==> src/rtl/mpm_pkg.sv <==
// Shared types for the multi-port memory scheduler.
//   ID_W     : width of the requester id carried with an in-flight read
//   PORT_W   : width of the memory port index carried with an in-flight read
//   rd_rec_t : one in-flight read record {valid, requester id, port index}
// The widths are fixed upper bounds (up to 16 requesters / 16 ports); users
// slice them down to the configured size.
package mpm_pkg;

  localparam int ID_W   = 4;
  localparam int PORT_W = 4;

  typedef struct packed {
    logic              valid;
    logic [ID_W-1:0]   id;
    logic [PORT_W-1:0] port;
  } rd_rec_t;

endpackage

==> src/rtl/mpm_port_scheduler_if.sv <==
// Bundle of requester-side and memory-side signals of the port scheduler.
//   req_*/rsp_* : per-requester request handshake and read return
//   mem_*       : per-port connection to an external multi-port memory
// Modports: slave = the scheduler, master = clients plus memory model.
interface mpm_port_scheduler_if
  import mpm_pkg::*;
#(
  parameter int WIDTH      = 32,
  parameter int DEPTH      = 256,
  parameter int PORTS      = 2,
  parameter int REQUESTERS = 4
);
  localparam int AW = $clog2(DEPTH);

  logic [REQUESTERS-1:0]            req_valid;
  logic [REQUESTERS-1:0]            req_ready;
  logic [REQUESTERS-1:0]            req_we;
  logic [REQUESTERS-1:0][AW-1:0]    req_addr;
  logic [REQUESTERS-1:0][WIDTH-1:0] req_d;
  logic [REQUESTERS-1:0]            rsp_valid;
  logic [REQUESTERS-1:0][WIDTH-1:0] rsp_q;
  logic [PORTS-1:0][AW-1:0]         mem_addr;
  logic [PORTS-1:0]                 mem_en;
  logic [PORTS-1:0][WIDTH-1:0]      mem_d;
  logic [PORTS-1:0][WIDTH-1:0]      mem_q;

  modport slave (
    input  req_valid, req_we, req_addr, req_d, mem_q,
    output req_ready, rsp_valid, rsp_q, mem_addr, mem_en, mem_d
  );

  modport master (
    output req_valid, req_we, req_addr, req_d, mem_q,
    input  req_ready, rsp_valid, rsp_q, mem_addr, mem_en, mem_d
  );

endinterface

==> src/rtl/mpm_read_tracker.sv <==
// Read-return pipeline: carries granted reads for READ_LATENCY cycles and,
// at the exit, routes mem_q of the recorded port to the recorded requester.
//   clk, rst_n : clock, async active-low reset (drops every record in flight)
//   rec_in     : per-port read records entering this cycle
//   mem_q      : per-port read data from the memory
//   rsp_valid  : one-cycle pulse per requester whose read completes
//   rsp_q      : read data, zero for requesters without a response
module mpm_read_tracker
  import mpm_pkg::*;
#(
  parameter int WIDTH        = 32,
  parameter int PORTS        = 2,
  parameter int REQUESTERS   = 4,
  parameter int READ_LATENCY = 1
) (
  input  logic                             clk,
  input  logic                             rst_n,
  input  rd_rec_t [PORTS-1:0]              rec_in,
  input  logic    [PORTS-1:0][WIDTH-1:0]   mem_q,
  output logic    [REQUESTERS-1:0]         rsp_valid,
  output logic    [REQUESTERS-1:0][WIDTH-1:0] rsp_q
);
  localparam int IW = $clog2(REQUESTERS);
  localparam int PW = $clog2(PORTS);

  rd_rec_t [PORTS-1:0] pipe_p [READ_LATENCY];
  rd_rec_t [PORTS-1:0] exit_rec;
  logic                unused_rec;

  // stage boundary: record shift, one stage per cycle of memory latency
  always_ff @(posedge clk or negedge rst_n) begin
    if (!rst_n) begin
      for (int s = 0; s < READ_LATENCY; s++) pipe_p[s] <= '0;
    end else begin
      pipe_p[0] <= rec_in;
      for (int s = 1; s < READ_LATENCY; s++) pipe_p[s] <= pipe_p[s-1];
    end
  end

  assign exit_rec   = pipe_p[READ_LATENCY-1];
  // Upper id/port bits beyond the configured size are always zero.
  assign unused_rec = ^exit_rec;

  // stage boundary: exit, data arrives from the memory in this same cycle
  always_comb begin
    rsp_valid = '0;
    rsp_q     = '0;
    for (int k = 0; k < PORTS; k++) begin
      if (exit_rec[k].valid) begin
        rsp_valid[exit_rec[k].id[IW-1:0]] = 1'b1;
        rsp_q[exit_rec[k].id[IW-1:0]]     = mem_q[exit_rec[k].port[PW-1:0]];
      end
    end
  end

endmodule

==> src/rtl/mpm_port_scheduler.sv <==
// Round-robin scheduler of REQUESTERS clients onto PORTS memory ports.
//   clk, rst_n : clock, async active-low reset
//   bus        : requester handshake (req_*/rsp_*) and memory port (mem_*)
// Up to PORTS requests are granted per cycle, scanning from rr_ptr; the k-th
// grant drives port k combinationally. Same-address hazards inside one cycle
// (anything against a granted write, a write against a granted read) defer
// the later candidate. Reads return through mpm_read_tracker.
module mpm_port_scheduler
  import mpm_pkg::*;
#(
  parameter int WIDTH        = 32,
  parameter int DEPTH        = 256,
  parameter int PORTS        = 2,
  parameter int REQUESTERS   = 4,
  parameter int READ_LATENCY = 1
) (
  input logic                  clk,
  input logic                  rst_n,
  mpm_port_scheduler_if.slave  bus
);
  localparam int AW = $clog2(DEPTH);
  localparam int IW = $clog2(REQUESTERS);

  logic [IW-1:0]               rr_ptr;
  logic [IW-1:0]               next_ptr;
  logic                        armed;
  logic                        any_grant;
  logic [REQUESTERS-1:0]       ready;
  logic [PORTS-1:0]            g_we;
  logic [PORTS-1:0][AW-1:0]    g_addr;
  logic [PORTS-1:0][WIDTH-1:0] g_d;
  rd_rec_t [PORTS-1:0]         new_rd;
  int                          n_gr;
  int                          scan_int;
  logic [IW-1:0]               scan_idx;
  logic                        conflict;

  // armed stays low for the first cycle after reset release so that no
  // request is granted until the first clock edge has been seen.
  always_ff @(posedge clk or negedge rst_n) begin
    if (!rst_n) begin
      armed  <= 1'b0;
      rr_ptr <= '0;
    end else begin
      armed <= 1'b1;
      if (any_grant) rr_ptr <= next_ptr;
    end
  end

  always_comb begin
    ready     = '0;
    g_we      = '0;
    g_addr    = '0;
    g_d       = '0;
    new_rd    = '0;
    any_grant = 1'b0;
    next_ptr  = rr_ptr;
    n_gr      = 0;
    scan_int  = 0;
    scan_idx  = '0;
    conflict  = 1'b0;
    if (armed) begin
      for (int i = 0; i < REQUESTERS; i++) begin
        scan_int = int'(rr_ptr) + i;
        if (scan_int >= REQUESTERS) scan_int = scan_int - REQUESTERS;
        scan_idx = IW'(scan_int);
        conflict = 1'b0;
        for (int k = 0; k < PORTS; k++) begin
          if (k < n_gr && g_addr[k] == bus.req_addr[scan_idx] &&
              (g_we[k] || bus.req_we[scan_idx]))
            conflict = 1'b1;
        end
        if (bus.req_valid[scan_idx] && n_gr < PORTS && !conflict) begin
          ready[scan_idx] = 1'b1;
          for (int k = 0; k < PORTS; k++) begin
            if (k == n_gr) begin
              g_we[k]   = bus.req_we[scan_idx];
              g_addr[k] = bus.req_addr[scan_idx];
              g_d[k]    = bus.req_we[scan_idx] ? bus.req_d[scan_idx] : '0;
              new_rd[k] = '{valid: !bus.req_we[scan_idx],
                            id:    ID_W'(scan_idx),
                            port:  PORT_W'(k)};
            end
          end
          n_gr      = n_gr + 1;
          any_grant = 1'b1;
          next_ptr  = (scan_int == REQUESTERS - 1) ? '0 : IW'(scan_int + 1);
        end
      end
    end
  end

  assign bus.req_ready = ready;
  assign bus.mem_en    = g_we;
  assign bus.mem_addr  = g_addr;
  assign bus.mem_d     = g_d;

  mpm_read_tracker #(
    .WIDTH        (WIDTH),
    .PORTS        (PORTS),
    .REQUESTERS   (REQUESTERS),
    .READ_LATENCY (READ_LATENCY)
  ) u_tracker (
    .clk       (clk),
    .rst_n     (rst_n),
    .rec_in    (new_rd),
    .mem_q     (bus.mem_q),
    .rsp_valid (bus.rsp_valid),
    .rsp_q     (bus.rsp_q)
  );

endmodule

==> src/flat_wrapper.sv <==
// flat-port wrapper written by rule: the top's interface ports become plain ports
module mpm_port_scheduler_flat import mpm_pkg::*;
#(
  parameter int WIDTH        = 32,
  parameter int DEPTH        = 256,
  parameter int PORTS        = 2,
  parameter int REQUESTERS   = 4,
  parameter int READ_LATENCY = 1
)
  (clk, rst_n, bus_req_valid, bus_req_we, bus_req_addr, bus_req_d, bus_mem_q, bus_req_ready, bus_rsp_valid, bus_rsp_q, bus_mem_addr, bus_mem_en, bus_mem_d);
  mpm_port_scheduler_if #(.WIDTH(WIDTH), .DEPTH(DEPTH), .PORTS(PORTS), .REQUESTERS(REQUESTERS)) bus_i ();
  input logic clk;
  input logic rst_n;
  input wire logic [$bits(bus_i.req_valid)-1:0] bus_req_valid;
  input wire logic [$bits(bus_i.req_we)-1:0] bus_req_we;
  input wire logic [$bits(bus_i.req_addr)-1:0] bus_req_addr;
  input wire logic [$bits(bus_i.req_d)-1:0] bus_req_d;
  input wire logic [$bits(bus_i.mem_q)-1:0] bus_mem_q;
  output wire logic [$bits(bus_i.req_ready)-1:0] bus_req_ready;
  output wire logic [$bits(bus_i.rsp_valid)-1:0] bus_rsp_valid;
  output wire logic [$bits(bus_i.rsp_q)-1:0] bus_rsp_q;
  output wire logic [$bits(bus_i.mem_addr)-1:0] bus_mem_addr;
  output wire logic [$bits(bus_i.mem_en)-1:0] bus_mem_en;
  output wire logic [$bits(bus_i.mem_d)-1:0] bus_mem_d;
  assign bus_i.req_valid = bus_req_valid;
  assign bus_i.req_we = bus_req_we;
  assign bus_i.req_addr = bus_req_addr;
  assign bus_i.req_d = bus_req_d;
  assign bus_i.mem_q = bus_mem_q;
  assign bus_req_ready = bus_i.req_ready;
  assign bus_rsp_valid = bus_i.rsp_valid;
  assign bus_rsp_q = bus_i.rsp_q;
  assign bus_mem_addr = bus_i.mem_addr;
  assign bus_mem_en = bus_i.mem_en;
  assign bus_mem_d = bus_i.mem_d;
  mpm_port_scheduler #(.WIDTH(WIDTH), .DEPTH(DEPTH), .PORTS(PORTS), .REQUESTERS(REQUESTERS), .READ_LATENCY(READ_LATENCY)) u_core (.clk(clk), .rst_n(rst_n), .bus(bus_i));
endmodule
==> config.mk <==
export PLATFORM = sky130hd
export DESIGN_NAME = mpm_port_scheduler_flat
export DESIGN_NICKNAME = d
export VERILOG_FILES = /design/src/rtl/mpm_pkg.sv /design/src/rtl/mpm_port_scheduler_if.sv /design/src/rtl/mpm_read_tracker.sv /design/src/rtl/mpm_port_scheduler.sv /design/src/flat_wrapper.sv
export SDC_FILE = /design/constraint.sdc
export NUM_CORES = 1
export LEC_CHECK = 0
export CORE_AREA = 2 2 176 178
export DETAILED_ROUTE_END_ITERATION = 10
export DIE_AREA = 0 0 178 180
export PLACE_DENSITY_LB_ADDON = 0.08
export RECOVER_POWER = 100
export SYNTH_ARGS = -nofsm -noshare
export SYNTH_HDL_FRONTEND = slang
export SYNTH_SLANG_ARGS = --single-unit
==> constraint.sdc <==
create_clock -name clk -period 10.7 [get_ports clk]
set_clock_uncertainty 0.05 [all_clocks]
set_input_delay 1.605 -clock clk [delete_from_list [all_inputs] [get_ports clk]]
set_output_delay 1.605 -clock clk [all_outputs]
set_load 0.1 [all_outputs]
# After elaboration in Yosys (flattened, before gate mapping)
# Cells that the tools add are included.
[totals]
regBits = 11
output_inout_bits = 218
rom_bits = 0
latchBits = 0
wordCells = 262
memories = 0
mem_bits_rw = 0
[op_classes]
n_eq_ne = 12
magnitude_cmp = 27
mux = 155
reduce_logical = 42
div_mod_pow = 0
n_shift = 0
add_sub_neg = 13
bitwise = 5
mul = 0
[op_table]
columns = ["cell", "n"]
rows = [
  ["$mux 32", 34],
  ["$bmux 32 s2", 4],
  ["$mux 128", 2],
  ["$mux 64", 4],
  ["$and 128x128->128", 1],
  ["$bwmux 128", 1],
  ["$demux 32 s2", 2],
  ["$eq 32x3->1 const B", 4],
  ["$eq 2x32->1 const A", 3],
  ["$ge 32x4->1 const B", 3],
  ["$logic_not 32->1", 3],
  ["$lt 1x32->1 const A", 3],
  ["$lt 2x32->1 const A", 3],
  ["$lt 32x3->1 const B", 3],
  ["$mux 16", 6],
  ["$mux 8", 12],
  ["$sub 32x4->32 const B", 3],
  ["$mux 18", 4],
  ["$add 32x2->32 const B", 2],
  ["$bmux 8 s2", 4],
  ["$mux 9", 7],
  ["$eq 8x8->1", 5],
  ["$mux 4", 10],
  ["$mux 1", 37],
  ["18 further kinds", 94],
]

# Depth between registers and ports, before layout
# Gate-level depths: netlist of run 1.
[depth]
depth_word = 38
depth_mapped = 27
ltp_nobuf = 16

# Hierarchy
# From an unflattened synthesis of run 1, not the netlist that was laid out.
[unflattened]
cells_unflattened = 1062
hier_area_um2 = 9857.0
[modules_own_cells]
columns = ["module", "instances", "cells_each", "area_per_inst_um2", "seq_area_each_um2"]
rows = [
  ["mpm_port_scheduler", 1, 871, 8127.8, 75.1],
  ["mpm_read_tracker", 1, 191, 1729.2, 200.2],
]

# Worst setup path before layout of run 1
# OpenSTA, ideal clock, no wires.
[synth_path]
path_kind = "reg2out"
start = "register u_core.rr_ptr[1]"
end = "output bus_mem_addr[8]"
path_buffers = 10
arrival_time_ns = 8.289
path_slack_ns = 0.756
required_ns = 9.045
path_stages_with_launch = 26
cell_sequence = "dfrtp_1 -> buf_2 -> buf_4 -> buf_2 -> buf_1 -> clkbuf_1 -> inv_1 -> ha_1 -> buf_4 -> buf_1 -> mux4_2 -> nor3_1 -> a41oi_1 -> a211oi_1 -> nor2b_1 -> clkbuf_1 -> ha_1 -> nor2b_1 -> clkbuf_1 -> a311oi_1 -> a221oi_1 -> nand4_1 -> nor4_4 -> a211oi_2 -> clkbuf_1 -> a211oi_1"
[synth_via]
elab_chain_len = 37
[synth_lines]
columns = ["item", "line_no", "rtl"]
rows = [
  ["start, declared", "mpm_port_scheduler.sv:24", "logic [IW-1:0] rr_ptr;"],
  ["start signal, assigned", "mpm_port_scheduler.sv:46", "if (any_grant) rr_ptr <= next_ptr;"],
  ["$sub 2x3->4 / $ge 2x3->1 (equally long branches)", "mpm_port_scheduler.sv:65", "if (scan_int >= REQUESTERS) scan_int = scan_int - REQUESTERS;"],
  ["$mux 32", "mpm_port_scheduler.sv:65", ""],
  ["$mux 32", "mpm_port_scheduler.sv:62", "if (armed) begin"],
  ["$bmux 1 s2 / $bmux 8 s2 (equally long branches)", "--", ""],
  ["$mux 1 (implied by the code) / $mux 8 (equally long branches)", "--", ""],
  ["$mux 1 / $mux 8 (equally long branches)", "mpm_port_scheduler.sv:73", "if (bus.req_valid[scan_idx] && n_gr < PORTS && !conflict) begin"],
  ["$mux 32 / $mux 8 (equally long branches)", "mpm_port_scheduler.sv:62", ""],
  ["$lt 1x32->1 / $eq 8x8->1 (equally long branches)", "mpm_port_scheduler.sv:69", "if (k < n_gr && g_addr[k] == bus.req_addr[scan_idx] &&"],
  ["(+19 left out)", "--", ""],
  ["$lt 1x32->1 / $eq 8x8->1 (equally long branches)", "mpm_port_scheduler.sv:69", ""],
  ["$logic_and 1x1->1 (2 in series)", "mpm_port_scheduler.sv:69", ""],
  ["$mux 1 (2 in series)", "mpm_port_scheduler.sv:69", ""],
  ["$mux 1", "mpm_port_scheduler.sv:62", ""],
  ["$logic_not 1->1", "mpm_port_scheduler.sv:73", ""],
  ["$logic_and 1x1->1", "mpm_port_scheduler.sv:73", ""],
  ["$mux 16 *", "mpm_port_scheduler.sv:73", ""],
  ["$mux 16 *", "mpm_port_scheduler.sv:62", ""],
  ["end, declared", "flat_wrapper.sv:22", "output wire logic [$bits(bus_i.mem_addr)-1:0] bus_mem_addr;"],
]
# Mark *: on every way between the ends. The rest lies on a longest branch, timed or not. The select of a mux whose other input is x is not followed.

# Final worst setup path of run 1
[layout_path]
start = "input bus_req_valid[2]"
end = "output bus_mem_addr[5]"
[layout_via]
elab_chain_len = 34
[layout_lines]
columns = ["item", "line_no", "rtl"]
rows = [
  ["start, declared", "flat_wrapper.sv:14", "input wire logic [$bits(bus_i.req_valid)-1:0] bus_req_valid;"],
  ["$bmux 1 s2", "mpm_port_scheduler.sv:73", ""],
  ["$mux 1 (implied by the code)", "mpm_port_scheduler.sv:73", ""],
  ["$mux 1 / $mux 8 (equally long branches)", "mpm_port_scheduler.sv:73", ""],
  ["$mux 32 / $mux 8 (equally long branches)", "mpm_port_scheduler.sv:62", ""],
  ["$lt 1x32->1 / $eq 8x8->1 (equally long branches)", "mpm_port_scheduler.sv:69", ""],
  ["$logic_and 1x1->1 (2 in series)", "mpm_port_scheduler.sv:69", ""],
  ["$mux 1 (2 in series)", "mpm_port_scheduler.sv:69", ""],
  ["$mux 1", "mpm_port_scheduler.sv:62", ""],
  ["(+14 left out)", "--", ""],
  ["$lt 1x32->1 / $eq 8x8->1 (equally long branches)", "mpm_port_scheduler.sv:69", ""],
  ["$logic_and 1x1->1 (2 in series)", "mpm_port_scheduler.sv:69", ""],
  ["$mux 1 (2 in series)", "mpm_port_scheduler.sv:69", ""],
  ["$mux 1", "mpm_port_scheduler.sv:62", ""],
  ["$logic_not 1->1", "mpm_port_scheduler.sv:73", ""],
  ["$logic_and 1x1->1", "mpm_port_scheduler.sv:73", ""],
  ["$mux 16 *", "mpm_port_scheduler.sv:73", ""],
  ["$mux 16 *", "mpm_port_scheduler.sv:62", ""],
]
# Marks and branches as above.

==> flow_metrics.tcl, run 1 <==
set metrics [dict create \
    yosysWarningCount 0 \
    r2r-start "u_core.rr_ptr[1]$_DFFE_PN0P_" \
    drv_cap 3 \
    required_ps 9050 \
    cts-htree-levels 1 \
    cts.sinks 10 \
    grt_usage_pct 27.3 \
    drcViolationCount 0 \
    rsz0062_at_grt "false" \
    ys_seq_elements 10 \
    die_w_um 178 \
    synth_area_sq_um 9770 \
    setup_slack_ps 531 \
    critPathMaxStageDelay_ps 900 \
    dp_slack_ps 1080 \
    clock.fmax_mhz 98.3 \
    path_cells "dlygate4sd3_1 > mux4_2 > nor3_1 > a41oi_1 > a211oi_1 > nor2b_1 > buf_4 > ha_1 > nor2b_1 > nand3_1 > o22a_2 > and3_1 > o21ai_4 > clkbuf_2 > nor2_1 > a311oi_1 > clkbuf_1" \
    cts_tree "done" \
    fp.dieH_um 180 \
    critical_path.top_delay_family "buffers and inverters" \
    cpMaxStageDelayCell "clkbuf_1" \
    hold_ws_ps 830 \
    postSynth.asyncResetShare_pct 100 \
    ys.flop_type "dfrtp_1" \
    grt_max_degree 59 \
    seqCellArea_sq_um 258 \
    crit_cells 17 \
    synth_edf_count 0 \
    clk_latency_ps 230 \
    dp_hpwl_um 32600 \
    critPathArrivalTime_ps 8510 \
    holdBufCountCts 0 \
    ys_seq_area_share_pct 2.56 \
    crit_type "in -> out" \
    multi_input_area_sq_um 8930 \
    status "complete, but fails checks" \
    via_count 11900 \
    avgSynthCellArea_sq_um 8.50 \
    worstHoldPathCells 2 \
    setup_viol 0 \
    wirelength_um 45600 \
    finalHoldViolations 0 \
    cp_num_buf_inv 4 \
    min_to "u_core.u_tracker.exit_rec[13]$_DFF_PN0_" \
    portBuffers 451 \
    fillers 2965 \
    hold_path.class "reg -> reg" \
    cp_common_cell "nor2b_1" \
    wl_per_cell_um 24.1 \
    start_util_pct 32.4 \
    cts_root_buf "clkbuf_16" \
    clockBufferDepth 2 \
    overflow 0 \
    numCtsBuffers 3 \
    fin_nets 1741 \
    core-area_sq_um 30200 \
    area_growth_pct 47.1 \
    most-common-layout-cells "clkdlybuf4s50_1 (232), nand2_1 (187), mux4_2 (166)" \
    grt_pass1_vias 11800 \
    violations "max-capacitance violations, max-slew violations" \
    syn-num-nets 1391 \
    path_clk_slew_ps 40 \
    critical_path.max_fanout 45 \
    finalSetupTns_ps 0 \
    ant_nets 0 \
    hp-start "u_core.armed$_DFF_PN0_" \
    die_area_sq_um 32000 \
    final_common_cell "clkdlybuf4s50_1" \
    std_cell_rows 64 \
    min_period_ps 10170 \
    dr.pass1.iters 7 \
    grt_pass1_wl_um 69000 \
    maxSlewHeadroom_pct -83.6 \
    synthDistinctLibCells 66 \
    setup.worst_path.end_class "output pin" \
    reg2regPathDepth 17 \
    r2r_end "u_core.u_tracker.exit_rec[14]$_DFF_PN0_" \
    ioPinCount 452 \
    avgViaCountPerCell 6.28 \
    r2r_slack_ps 3080 \
    synthCells 1150 \
    drv_slew 89 \
    place_congestion 0.856 \
    post-route-period-util_pct 95.0 \
    startpoint_type "primary input" \
    cts_setup_buffers 0 \
    worst_slew_pin_slew_ps 2750 \
    drtIter0Drc 951 \
    ctsResizeCount 0 \
    drive_gt1_share_pct 20.5 \
    antenna_found_initial 4 \
]
==> per-stage QoR <==
step | std cells | utilization (%) | cell area [sq um]
detailed placement | 1891 | 49.1 | 14800
global placement | 1891 | 49.1 | 14800
floorplan | 1150 | - | 9770
finish | 1898 | 47.6 | 14400
global route | 1897 | 47.6 | 14400
CTS | 1895 | 49.4 | 14900
==> cell type report <==
cell class	count	area share (%)
Multi-Input combinational cell	989	62.1
Timing Repair Buffer	481	31.6
Tap cell	396	3.45
Sequential cell	10	1.79
Clock buffer	4	0.618
Inverter	15	0.392
Antenna cell	3	0.0522
==> worst min-delay path, cell delays in order, from the launching register on <==
cell and delay (ps):
dfrtp_1 350, buf_4 290, o311a_1 180
==> cells in the mapped netlist (12+ instances only) <==
master | instances | area (sq um)
a211oi_1 | 12 | 90.1
a21oi_1 | 76 | 380
a221oi_1 | 26 | 228
a221oi_2 | 21 | 315
a22o_1 | 62 | 543
a22oi_1 | 35 | 263
a311oi_1 | 36 | 315
and2_1 | 35 | 219
buf_1 | 13 | 48.8
buf_2 | 25 | 125
clkbuf_1 | 85 | 319
inv_1 | 14 | 52.6
mux2i_1 | 20 | 200
mux4_2 | 166 | 3740
nand2_1 | 187 | 702
nor2_1 | 101 | 379
nor2b_1 | 48 | 300
nor3_1 | 13 | 65.1
o21ai_0 | 32 | 160
o21ai_1 | 15 | 75.1
==> how the worst max path moves through the flow <==
stage                                       from              end  slack (ps)
CTS                             bus_req_valid[3]    bus_mem_d[48]        1050
floorplan           u_core.rr_ptr[1]$_DFFE_PN0P_  bus_mem_addr[8]         760
global route                    bus_req_valid[2]     bus_mem_d[5]         300
global placement                bus_req_valid[3]    bus_mem_d[58]        1340
finish                          bus_req_valid[2]  bus_mem_addr[5]         530
detailed placement              bus_req_valid[3]    bus_mem_d[48]        1080
==> metal layers <==
layer	track usage (%)	routed length [um]	up-vias
met4	10.5	1620	2
li1	-	-	5295
met2	47.3	22400	638
met3	5.10	3960	101
met1	33.4	17600	5877
met5	0	11	-
==> state kept, by name, indices dropped and copies added (netlist names) <==
name / count
u_core.u_tracker.exit_rec: 7
u_core.armed: 1
u_core.rr_ptr: 2
==> kinds of logic (layout without fill, tap and decap cells) <==
family	after synthesis	count (layout)	synth area share (%)
muxes	188	188	40.5
adders and majority gates	7	7	0.896
and+or+nand+nor	427	427	20.2
xor gates and xnor gates	14	14	1.25
DFF	10	10	2.56
AOI/OAI and AO/OA	352	352	27.6
other	1	4	0.0384
buffers and inverters	151	500	6.85
Power of run 1 is left out: the tool's default activity adds up to more than one toggle a clock period on the data nets, which glitch-free logic cannot reach.
==> inputs of run 2 (changes only) <==
--- a/config.mk
+++ b/config.mk
@@ -10,6 +10,8 @@
 export DIE_AREA = 0 0 178 180
 export PLACE_DENSITY_LB_ADDON = 0.08
 export RECOVER_POWER = 100
+export SLEW_MARGIN = 20
 export SYNTH_ARGS = -nofsm -noshare
 export SYNTH_HDL_FRONTEND = slang
 export SYNTH_SLANG_ARGS = --single-unit
+export TNS_END_PERCENT = 1
==> results of run 2 <==
No change in the layout: final DEF, timing and power equal those of run 1.
Power of run 2 is left out for the same reason.
